### src/rtl/tailptrs_pkg.sv
// Shared types and configuration for the enqueue-side tail pointers.
// Qid/Rid pointer types, queue depths, per-cycle slot limit, free-count widths.
package tailptrs_pkg;
  localparam int IQ_ENTRIES = 8;   // issue queue depth, power of 2
  localparam int RENTRIES   = 8;   // ROB depth, power of 2
  localparam int QSLOTS     = 2;   // max enqueues per cycle (<= 7)

  localparam int QW  = $clog2(IQ_ENTRIES);
  localparam int RW  = $clog2(RENTRIES);
  localparam int QFW = QW + 1;     // free count must reach IQ_ENTRIES
  localparam int RFW = RW + 1;

  typedef logic [QW-1:0] qid_t;
  typedef logic [RW-1:0] rid_t;

  // Requests above the per-cycle slot limit are clipped to it.
  function automatic logic [2:0] clip_req(input logic [2:0] req);
    return (req > 3'(QSLOTS)) ? 3'(QSLOTS) : req;
  endfunction
endpackage

### src/rtl/tailptrs_tail_ring.sv
// tail_ring: one ring of tail pointers plus its free-entry counter.
// Advances by the grant, credits freed entries, and on a mispredict rewinds
// to just after the branch, recomputing occupancy from the head pointer.
module tail_ring #(
  parameter int DEPTH = 8,
  parameter int PW    = $clog2(DEPTH),
  parameter int FW    = PW + 1
) (
  input  logic                     clk,
  input  logic                     rst,
  input  logic [2:0]               grant,
  input  logic [2:0]               freed,
  input  logic                     miss,
  input  logic [PW-1:0]            miss_id,
  input  logic [PW-1:0]            head0,
  output logic [DEPTH-1:0][PW-1:0] ptrs,
  output logic [FW-1:0]            free_cnt
);
  typedef logic [FW:0] fx_t;

  logic [PW-1:0] occ_m1;
  fx_t           free_nxt;

  // Next free count: rollback keeps everything from head through the branch.
  always_comb begin
    occ_m1 = miss_id - head0;  // wraps modulo DEPTH by width
    if (miss)
      free_nxt = fx_t'(DEPTH) - fx_t'(occ_m1) - fx_t'(1) + fx_t'(freed);
    else
      free_nxt = fx_t'(free_cnt) + fx_t'(freed) - fx_t'(grant);
  end

  // Pointer ring and free counter; rollback wins over enqueue.
  always_ff @(posedge clk) begin
    if (rst) free_cnt <= FW'(DEPTH);
    else     free_cnt <= free_nxt[FW-1:0];
    for (int n = 0; n < DEPTH; n++) begin
      if (rst)       ptrs[n] <= PW'(n);
      else if (miss) ptrs[n] <= miss_id + PW'(n + 1);
      else           ptrs[n] <= ptrs[n] + PW'(grant);
    end
  end
endmodule

### src/rtl/tailptrs.sv
// tailptrs: IQ and ROB tail pointer rings with space-limited grants.
// Optional TAILPTR_STATS_EN adds stall counters iq_stall_cnt/rob_stall_cnt.
module tailptrs
  import tailptrs_pkg::*;
(
  input  logic                       clk,
  input  logic                       rst,
  input  logic [2:0]                 amt,
  input  logic [2:0]                 ramt,
  input  logic [2:0]                 camt,
  input  logic [2:0]                 rcamt,
  input  qid_t                       head0,
  input  rid_t                       rob_head0,
  input  logic                       branchmiss,
  input  qid_t                       miss_qid,
  input  rid_t                       miss_rid,
  output logic [2:0]                 qgrant,
  output logic [2:0]                 rgrant,
  output qid_t [IQ_ENTRIES-1:0]      tails,
  output rid_t [RENTRIES-1:0]        rob_tails,
  output logic [QFW-1:0]             iq_free,
  output logic [RFW-1:0]             rob_free,
  output logic [31:0]                tailcnt
`ifdef TAILPTR_STATS_EN
  ,
  output logic [31:0]                iq_stall_cnt,
  output logic [31:0]                rob_stall_cnt
`endif
);
  logic [2:0] qreq, rreq;

  // Grants: clipped request limited by current free space, zero on mispredict.
  always_comb begin
    qreq   = clip_req(amt);
    rreq   = clip_req(ramt);
    qgrant = 3'd0;
    rgrant = 3'd0;
    if (!branchmiss) begin
      qgrant = (QFW'(qreq) > iq_free)  ? 3'(iq_free)  : qreq;
      rgrant = (RFW'(rreq) > rob_free) ? 3'(rob_free) : rreq;
    end
  end

  tail_ring #(.DEPTH(IQ_ENTRIES)) u_iq (
    .clk      (clk),
    .rst      (rst),
    .grant    (qgrant),
    .freed    (camt),
    .miss     (branchmiss),
    .miss_id  (miss_qid),
    .head0    (head0),
    .ptrs     (tails),
    .free_cnt (iq_free)
  );

  tail_ring #(.DEPTH(RENTRIES)) u_rob (
    .clk      (clk),
    .rst      (rst),
    .grant    (rgrant),
    .freed    (rcamt),
    .miss     (branchmiss),
    .miss_id  (miss_rid),
    .head0    (rob_head0),
    .ptrs     (rob_tails),
    .free_cnt (rob_free)
  );

  // Running total of IQ grants; qgrant is already zero on a mispredict.
  always_ff @(posedge clk) begin
    if (rst) tailcnt <= 32'd0;
    else     tailcnt <= tailcnt + 32'(qgrant);
  end

`ifdef TAILPTR_STATS_EN
  // Count cycles where a request was not fully granted outside rollback.
  always_ff @(posedge clk) begin
    if (rst) begin
      iq_stall_cnt  <= 32'd0;
      rob_stall_cnt <= 32'd0;
    end else if (!branchmiss) begin
      if (qgrant < amt)  iq_stall_cnt  <= iq_stall_cnt + 32'd1;
      if (rgrant < ramt) rob_stall_cnt <= rob_stall_cnt + 32'd1;
    end
  end
`endif
endmodule
### config.mk
export PLATFORM = sky130hd
export DESIGN_NAME = tailptrs
export DESIGN_NICKNAME = d
export VERILOG_FILES = /design/src/rtl/tailptrs_pkg.sv /design/src/rtl/tailptrs_tail_ring.sv /design/src/rtl/tailptrs.sv
export SDC_FILE = /design/constraint.sdc
export NUM_CORES = 1
export LEC_CHECK = 0
export ABC_AREA = 1
export ABC_CLOCK_PERIOD_IN_PS = 5300
export BUFFER_PORTS_ARGS = -buffer_cell sky130_fd_sc_hd__buf_2
export CAP_MARGIN = 20
export CORE_UTILIZATION = 55
export CTS_CLUSTER_SIZE = 12
export DETAILED_ROUTE_END_ITERATION = 7
export GPL_TIMING_DRIVEN = 0
export HOLD_SLACK_MARGIN = 0.05
export PLACE_DENSITY = 0.85
export SETUP_SLACK_MARGIN = 0.15
export SYNTH_ARGS = -nofsm -noshare
export SYNTH_HDL_FRONTEND = slang
export SYNTH_SLANG_ARGS = --single-unit
export TNS_END_PERCENT = 30
### constraint.sdc
create_clock -name clk -period 5.3 [get_ports clk]
set_input_delay 1.06 -clock clk [delete_from_list [all_inputs] [get_ports clk]]
set_output_delay 1.06 -clock clk [all_outputs]
set_load 0.005 [all_outputs]
==> key figures, run 1 <==
Cells and area
  • Most frequent cells in the layout: 143 x nand2_1, 126 x buf_2, 88 x dfxtp_1
  • Area Growth Syn to Fin: 18.7%
  • Non-filler cells in the finished layout: 952
  • Fill cells: 773
  • Fin nets: 916
  • Multi-input logic area: 3200 um2
  • N_diodes: 0
  • Sequential cell area: 1760 um2
  • Layout cells sized above 1: 21.3%
  • Most common cell after layout, fill and taps aside: nand2_1

Hold path
  • Origin of the worst min-delay path: tailcnt[31]
  • Hold Path Depth: 2
  • WHS Endpoint: tailcnt[31]
  • Worst Hold Class: flip-flop to flip-flop

Timing
  • Worst-margin pin slew: 1.01 ns
  • Setup TNS Final: 0 ns
  • Count of final setup violators: 0
  • Worst Skew: 0.0154 ns
  • Fin. Hold Viols: 0
  • Max-slew violations: 0
  • Period utilisation layout: 84.8%
  • Period minus WS final: 4.49 ns
  • Final WS setup: 0.806 ns
  • Hold_ws: 0.477 ns
  • RSZ-0062 raised after global routing: false
  • Relative slew slack: 32.8%
  • Fmax: 223 MHz

Floorplanning
  • Die W: 101 um
  • Rows: 35
  • Initial Util: 57.3%
  • Die Area: 10100 um2
  • Ports: 121
  • Core Region: 9330 um2
  • Die H: 101 um

Synth
  • Seq/Total Area, Yosys: 33.0%
  • Yosys warning count: 0
  • Post-synthesis mux area share: 0%
  • Post-Synth Simple-Gate Area: 24.3%
  • Post-Synth XOR/XNOR Area: 4.26%
  • Netlist cell types: 33
  • Syn avg cell area: 7.80 um2
  • Mapped cell area: 5340 um2
  • Post-synthesis compound-gate area fraction: 10.3%
  • Largest family of logic cells by synthesized area: simple AND/OR/NAND/NOR gates
  • Synth Register Bits: 88
  • Gate Count Post-Synth: 685
  • Synth top area cells: dfxtp_1 33%, ha_1 10%, fa_1 10%, nand2_1 10%, inv_1 6.1%
  • Area share of the largest cell type after synthesis: 33.0%
  • Asr flop ratio synth: 0%
  • Top_reg_cell synth: dfxtp_1
  • EDFF count, synth: 0
  • Area leader, netlist: dfxtp_1
  • Post-synthesis adder-cell area fraction: 20.4%

Route
  • Detailed Route WL: 14.3 mm
  • Final antenna-violating net count: 0
  • Via count: 5158
  • DRC violations left: 0
  • Iter 0 DRT Violations: 264
  • DR WL/cell: 15.1 um
  • TritonRoute pass-1 iters: 5
  • Vias/cell: 5.42

Critical path
  • Worst endpoint required time: 4.24 ns
  • Critical Path End Type: output pin
  • Critical path class: input pin to output pin
  • Worst setup SP type: input pin
  • Slowest cell delay on critical path: 0.80 ns
  • Crit-path max FO: 10
  • Worst-path cell chain: buf_2, nor2_1, inv_1, ha_1, nand2_1, nand2_1, nand2_1, nand2_1, nand2_1, o21ai_0, a21oi_1, buf_2
  • WP data arrival: 3.43 ns
  • Reg-to-Reg End: u_rob.free_cnt[3]
  • CP dominant cell by count: nand2_1
  • Reg2Reg Setup Slack: 1.31 ns
  • CP max-delay cell: a21oi_1
  • Reg-to-reg critical path startpoint: u_rob.free_cnt[2]
  • R2R depth: 16

Clock tree
  • Worst-skew pair later-pin latency: 0.37 ns
  • Number of setup buffers added after CTS: 0
  • Clock Path Buffers: 2
  • Clock transition at path regs: 0.09 ns
  • Cts-stage hold buffer count: 0
  • Clock root cell: clkbuf_8
  • CTS sink count: 88
  • H-tree depth: 3
  • Number of buffers created by CTS: 9
  • TritonCTS clock tree: built
  • Post-CTS Resized: 0

Place
  • Setup WS pre-CTS: 0.526 ns
  • GP Congestion: 0.896
  • HPWL after detailed placement: 11.1 mm
  • Placed cells: 936
  • Port-buffer cells: 118

GRT
  • Final global-route overflow total: 0
  • Global-route wire length before repair: 23.6 mm
  • Vias in the first global route: 5063
  • Initial antenna violation count: 0
  • GRT Total Usage: 30.0%
  • Largest net degree at the start of global routing: 18

Pwr
  • Maximum vdd ir drop: 177 uV
  • PD cells: 301 nW/um2
  • Pleak: 3.00 nW
  • Final Total Pwr: 0.00191 W

Flow run
  • Max Cap Viol: 0

Status
  • Outcome: completed
-- layout make-up --
cell class | instances | area share (%)
plain buffers | 15 | 1.10
clock buffers | 9 | 1.95
clock inverters | 7 | 1.34
inverters | 90 | 5.33
multi-input cells | 495 | 50.4
flip-flops and latches | 88 | 27.8
well taps | 129 | 2.54
repair buffers | 119 | 9.55
-- report_power, final --
group,switching [W],internal (W)
logic,0.000364,0.000261
registers,0.0000534,0.000728
clock network,0.000278,0.000228
total,0.000695,0.00122
-- worst max path at each step --
stage / from / to / slack, ns
6_report: ramt[2] / rgrant[0] / 0.81
5_1_grt: ramt[2] / u_rob.free_cnt[3] / 0.44
4_1_cts: ramt[2] / rgrant[1] / 0.79
3_5_place_dp: ramt[2] / u_rob.free_cnt[3] / 0.53
3_3_place_gp: amt[2] / u_iq.free_cnt[3] / 0.12
2_1_floorplan: amt[2] / u_iq.free_cnt[3] / 0.65
-- sequential cells by signal (all words and copies together), names as in the netlist --
| register | count |
|---|---|
| u_rob.free_cnt | 4 |
| u_iq.free_cnt | 4 |
| tailcnt | 32 |
| u_iq.ptrs | 24 |
| u_rob.ptrs | 24 |
-- cells in the mapped netlist (all sizes together), types with 2 or more instances --
cell type,instances
a211oi,4
a21oi,56
a31oi,2
buf,11
clkbuf,4
dfxtp,88
fa,27
ha,44
inv,90
nand2,147
nand3,24
nand3b,6
nand4,12
nor2,92
nor3,9
o21a,2
o21ai,38
xnor2,11
xor2,15
-- metal layers --
layer	vias to the layer above	GRT usage, %	routed length, um
li1	2456	-	-
met1	2392	36.8	5750
met2	265	50.1	6860
met3	45	5.83	1220
met4	0	15.6	499
met5	-	0	0
-- per-stage QoR --
| step | util (%) | area [um2] |
|---|---|---|
| floorplan | - | 5350 |
| finish | 68.0 | 6340 |
| global placement | 65.5 | 6110 |
| detailed placement | 65.8 | 6130 |
| global route | 68.0 | 6340 |
| CTS | 68.0 | 6340 |
-- logic make-up after synthesis --
| family | Yosys count |
|---|---|
| simple gates | 291 |
| buf+inv | 105 |
| other cells | 1 |
| flops | 88 |
| xor+xnor | 26 |
| compound gates | 103 |
| fa+ha+maj | 71 |
-- worst max-delay path, delay by kind of cell --
family,cells,cell delay [ns]
buffers and inverters,3,0.41
AOI/OAI and AO/OA,2,0.89
adders and majority gates,1,0.30
and+or+nand+nor,6,0.76
(Power assumes the default switching activity.)
==> run 2, diff against run 1 <==
--- a/config.mk
+++ b/config.mk
@@ -6,7 +6,7 @@
 export NUM_CORES = 1
 export LEC_CHECK = 0
 export ABC_AREA = 1
-export ABC_CLOCK_PERIOD_IN_PS = 5300
+export ABC_CLOCK_PERIOD_IN_PS = 4400
 export BUFFER_PORTS_ARGS = -buffer_cell sky130_fd_sc_hd__buf_2
 export CAP_MARGIN = 20
 export CORE_UTILIZATION = 55
==> constraint.sdc (replaced) <==
create_clock -name clk -period 4.4 [get_ports clk]
set_input_delay 0.88 -clock clk [delete_from_list [all_inputs] [get_ports clk]]
set_output_delay 0.88 -clock clk [all_outputs]
set_load 0.005 [all_outputs]
==> run 2 against run 1 <==
Clock skew about the same. Global-route usage decreased by 0.10 points. Utilization increased by 0.24 points. Flip-flop and latch count unchanged. Critical path type unchanged. Critical path depth increased by 1. Cell area increased by 0.36%. Die area unchanged. First-iteration DRC count decreased by 7.6%. Power increased by 19%. Largest power group unchanged.
==> key figures, run 2 (synthesized netlist as in run 1, its figures left out) <==
Status
  • Outcome: completed

Floorplanning
  • Die H: 101 um (unchanged)
  • Ports: 121 (unchanged)
  • Die W: 101 um (unchanged)
  • Core Region: 9330 um2 (unchanged)
  • Rows: 35 (unchanged)
  • Initial Util: 57.3% (unchanged)
  • Die Area: 10100 um2 (unchanged)

Critical path
  • Slowest cell delay on critical path: 0.56 ns (-0.24 ns)
  • Worst setup SP type: input pin
  • Critical path class: input pin to output pin
  • Crit-path max FO: 8 (-2)
  • WP data arrival: 3.24 ns (-0.19 ns)
  • CP max-delay cell: a21oi_1
  • CP dominant cell by count: nand2_1
  • Worst endpoint required time: 3.52 ns (-0.72 ns)
  • Worst-path cell chain: buf_2, nor2_1, inv_1, ha_1, nand2_1, nand2_1, nand2_1, nand2_1, nand2_1, o21ai_0, a21oi_1, buf_4, buf_2
  • Crit path launch: ramt[2]
  • Reg-to-reg critical path startpoint: u_iq.free_cnt[1]
  • Critical Path End Type: output pin

Route
  • TritonRoute pass-1 iters: 5 (unchanged)
  • Final antenna-violating net count: 0 (unchanged)
  • Via count: 5158 (unchanged)
  • Iter 0 DRT Violations: 244 (-7.6%)
  • Detailed Route WL: 14.4 mm (+0.50%)
  • DR WL/cell: 15.1 um (+0.18%)
  • DRC violations left: 0 (unchanged)
  • Vias/cell: 5.40 (-0.31%)

Clock tree
  • Worst-skew pair later-pin latency: 0.37 ns (about the same)
  • H-tree depth: 3 (unchanged)
  • Clock transition at path regs: 0.09 ns (about the same)
  • Cts-stage hold buffer count: 0 (unchanged)
  • CTS sink count: 88 (unchanged)
  • Clock root cell: clkbuf_8
  • Clock Path Buffers: 2 (unchanged)
  • TritonCTS clock tree: built
  • Number of buffers created by CTS: 9 (unchanged)

Cells and area
  • Area Growth Syn to Fin: 19.1%
  • Fill cells: 744 (-3.8%)
  • Multi-input logic area: 3210 um2 (+0.47%)
  • Largest register FFs: 32 (unchanged)
  • Final Core Density: 68.2% (+0.24 points)
  • Biggest register: tailcnt
  • Most common cell after layout, fill and taps aside: nand2_1
  • Most frequent cells in the layout: 143 x nand2_1, 126 x buf_2, 88 x dfxtp_1
  • Biggest regs: tailcnt x32, u_iq.ptrs x24, u_rob.ptrs x24
  • Sequential cell area: 1760 um2 (unchanged)
  • Fin nets: 919 (+0.33%)
  • Layout cells sized above 1: 21.5% (+0.29 points)
  • N_diodes: 0 (unchanged)

Hold path
  • Origin of the worst min-delay path: tailcnt[31]
  • Worst Hold Class: flip-flop to flip-flop

GRT
  • Largest net degree at the start of global routing: 18 (unchanged)
  • GRT Total Usage: 29.9% (-0.10 points)
  • Final global-route overflow total: 0 (unchanged)
  • Global-route wire length before repair: 23.4 mm (-0.56%)
  • Initial antenna violation count: 0 (unchanged)
  • Vias in the first global route: 5053 (-0.20%)

Pwr
  • P_int: 0.00143 W (+18%)
  • Flop pwr share: 41.6% (+0.8 points)
  • Maximum vdd ir drop: 220 uV (+25%)
  • Switch Pwr: 0.000834 W (+20%)
  • PD cells: 356 nW/um2 (+18%)
  • Sw frac: 36.8% (+0.43 points)
  • Pleak: 3.01 nW (+0.49%)
  • Share of power burned in the clock network: 24.7% (-1.7 points)
  • Combinational share of power: 33.6% (+0.9 points)
  • Final Total Pwr: 0.00227 W (+19%)

Timing
  • Period minus WS final: 4.12 ns
  • RSZ-0062 raised after global routing: true
  • Worst-margin pin slew: 0.659 ns (-0.349 ns)
  • Max-slew violations: 0 (unchanged)
  • Relative slew slack: 56.1% (+23 points)
  • Fin. Hold Viols: 0 (unchanged)
  • Fmax: 243 MHz
  • Period utilisation layout: 93.5%
  • Worst Skew: 0.0153 ns (-0.0000953 ns)
  • Count of final setup violators: 0 (unchanged)

Place
  • GP Congestion: 0.942 (+5.2%)
  • Port-buffer cells: 118 (unchanged)
  • HPWL after detailed placement: 11.2 mm (+0.73%)

Flow run
  • Max Cap Viol: 0 (unchanged)
## run 2: path summary, 6_finish.rpt
| check | to | slack [ns] | cells past startpoint |
|---|---|---|---|
| hold reg to reg | tailcnt[31] | 0.48 | 2 |
| hold / removal | tailcnt[31] | 0.48 | 2 |
| setup reg to reg | tailcnt[14] | 0.84 | 15 |
| setup / recovery | rgrant[0] | 0.28 | 13 |
## run 2: power groups by stage
stage          combinational, W  clock, W  sequential [W]
5_1_grt                0.000869  0.000602        0.000953
4_1_cts                0.000737  0.000569        0.000943
3_3_place_gp           0.000680         0        0.000955
6_report               0.000763  0.000560        0.000944
2_1_floorplan          0.000483         0        0.000958
3_5_place_dp           0.000731         0        0.000961
## run 2: worst max-delay path, delay by kind of cell
family,cells,cell delay (ns)
compound gates,2,0.67
fa+ha+maj,1,0.29
simple gates,6,0.81
buf+inv,4,0.58
## run 2: per-layer routing
| metal | part of all wire, % | GRT usage (%) |
|---|---|---|
| met3 | 7.4 | 3.81 |
| met1 | 41 | 36.9 |
| met5 | 0 | 0 |
| met2 | 48 | 51.3 |
| met4 | 3.2 | 15.5 |
## run 2: cell type report
| cell class | count | share of cell area [%] |
|---|---|---|
| plain buffers | 15 | 1.10 |
| well taps | 129 | 2.54 |
| multi-input cells | 495 | 50.5 |
| clock buffers | 10 | 2.16 |
| clock inverters | 6 | 0.885 |
| flip-flops and latches | 88 | 27.7 |
| repair buffers | 122 | 9.87 |
| inverters | 90 | 5.31 |
## run 2: timing repair
item / CTS / global route
setup endpoints to repair: 0 / 13
setup buffers: 0 / 2
gates resized for setup: 0 / 2
## run 2: through the flow
step	instances	hold WS [ns]	area [um2]	setup slack [ns]	setup TNS, ns
5_1_grt	955	0.506	6360	0.122	0
3_5_place_dp	935	0.476	6120	-0.187	-0.403
2_1_floorplan	688	0.463	5360	0.0267	0
3_3_place_gp	935	0.455	6110	-0.546	-3.96
4_1_cts	951	0.489	6310	0.183	0
6_report	955	0.483	6360	0.284	0
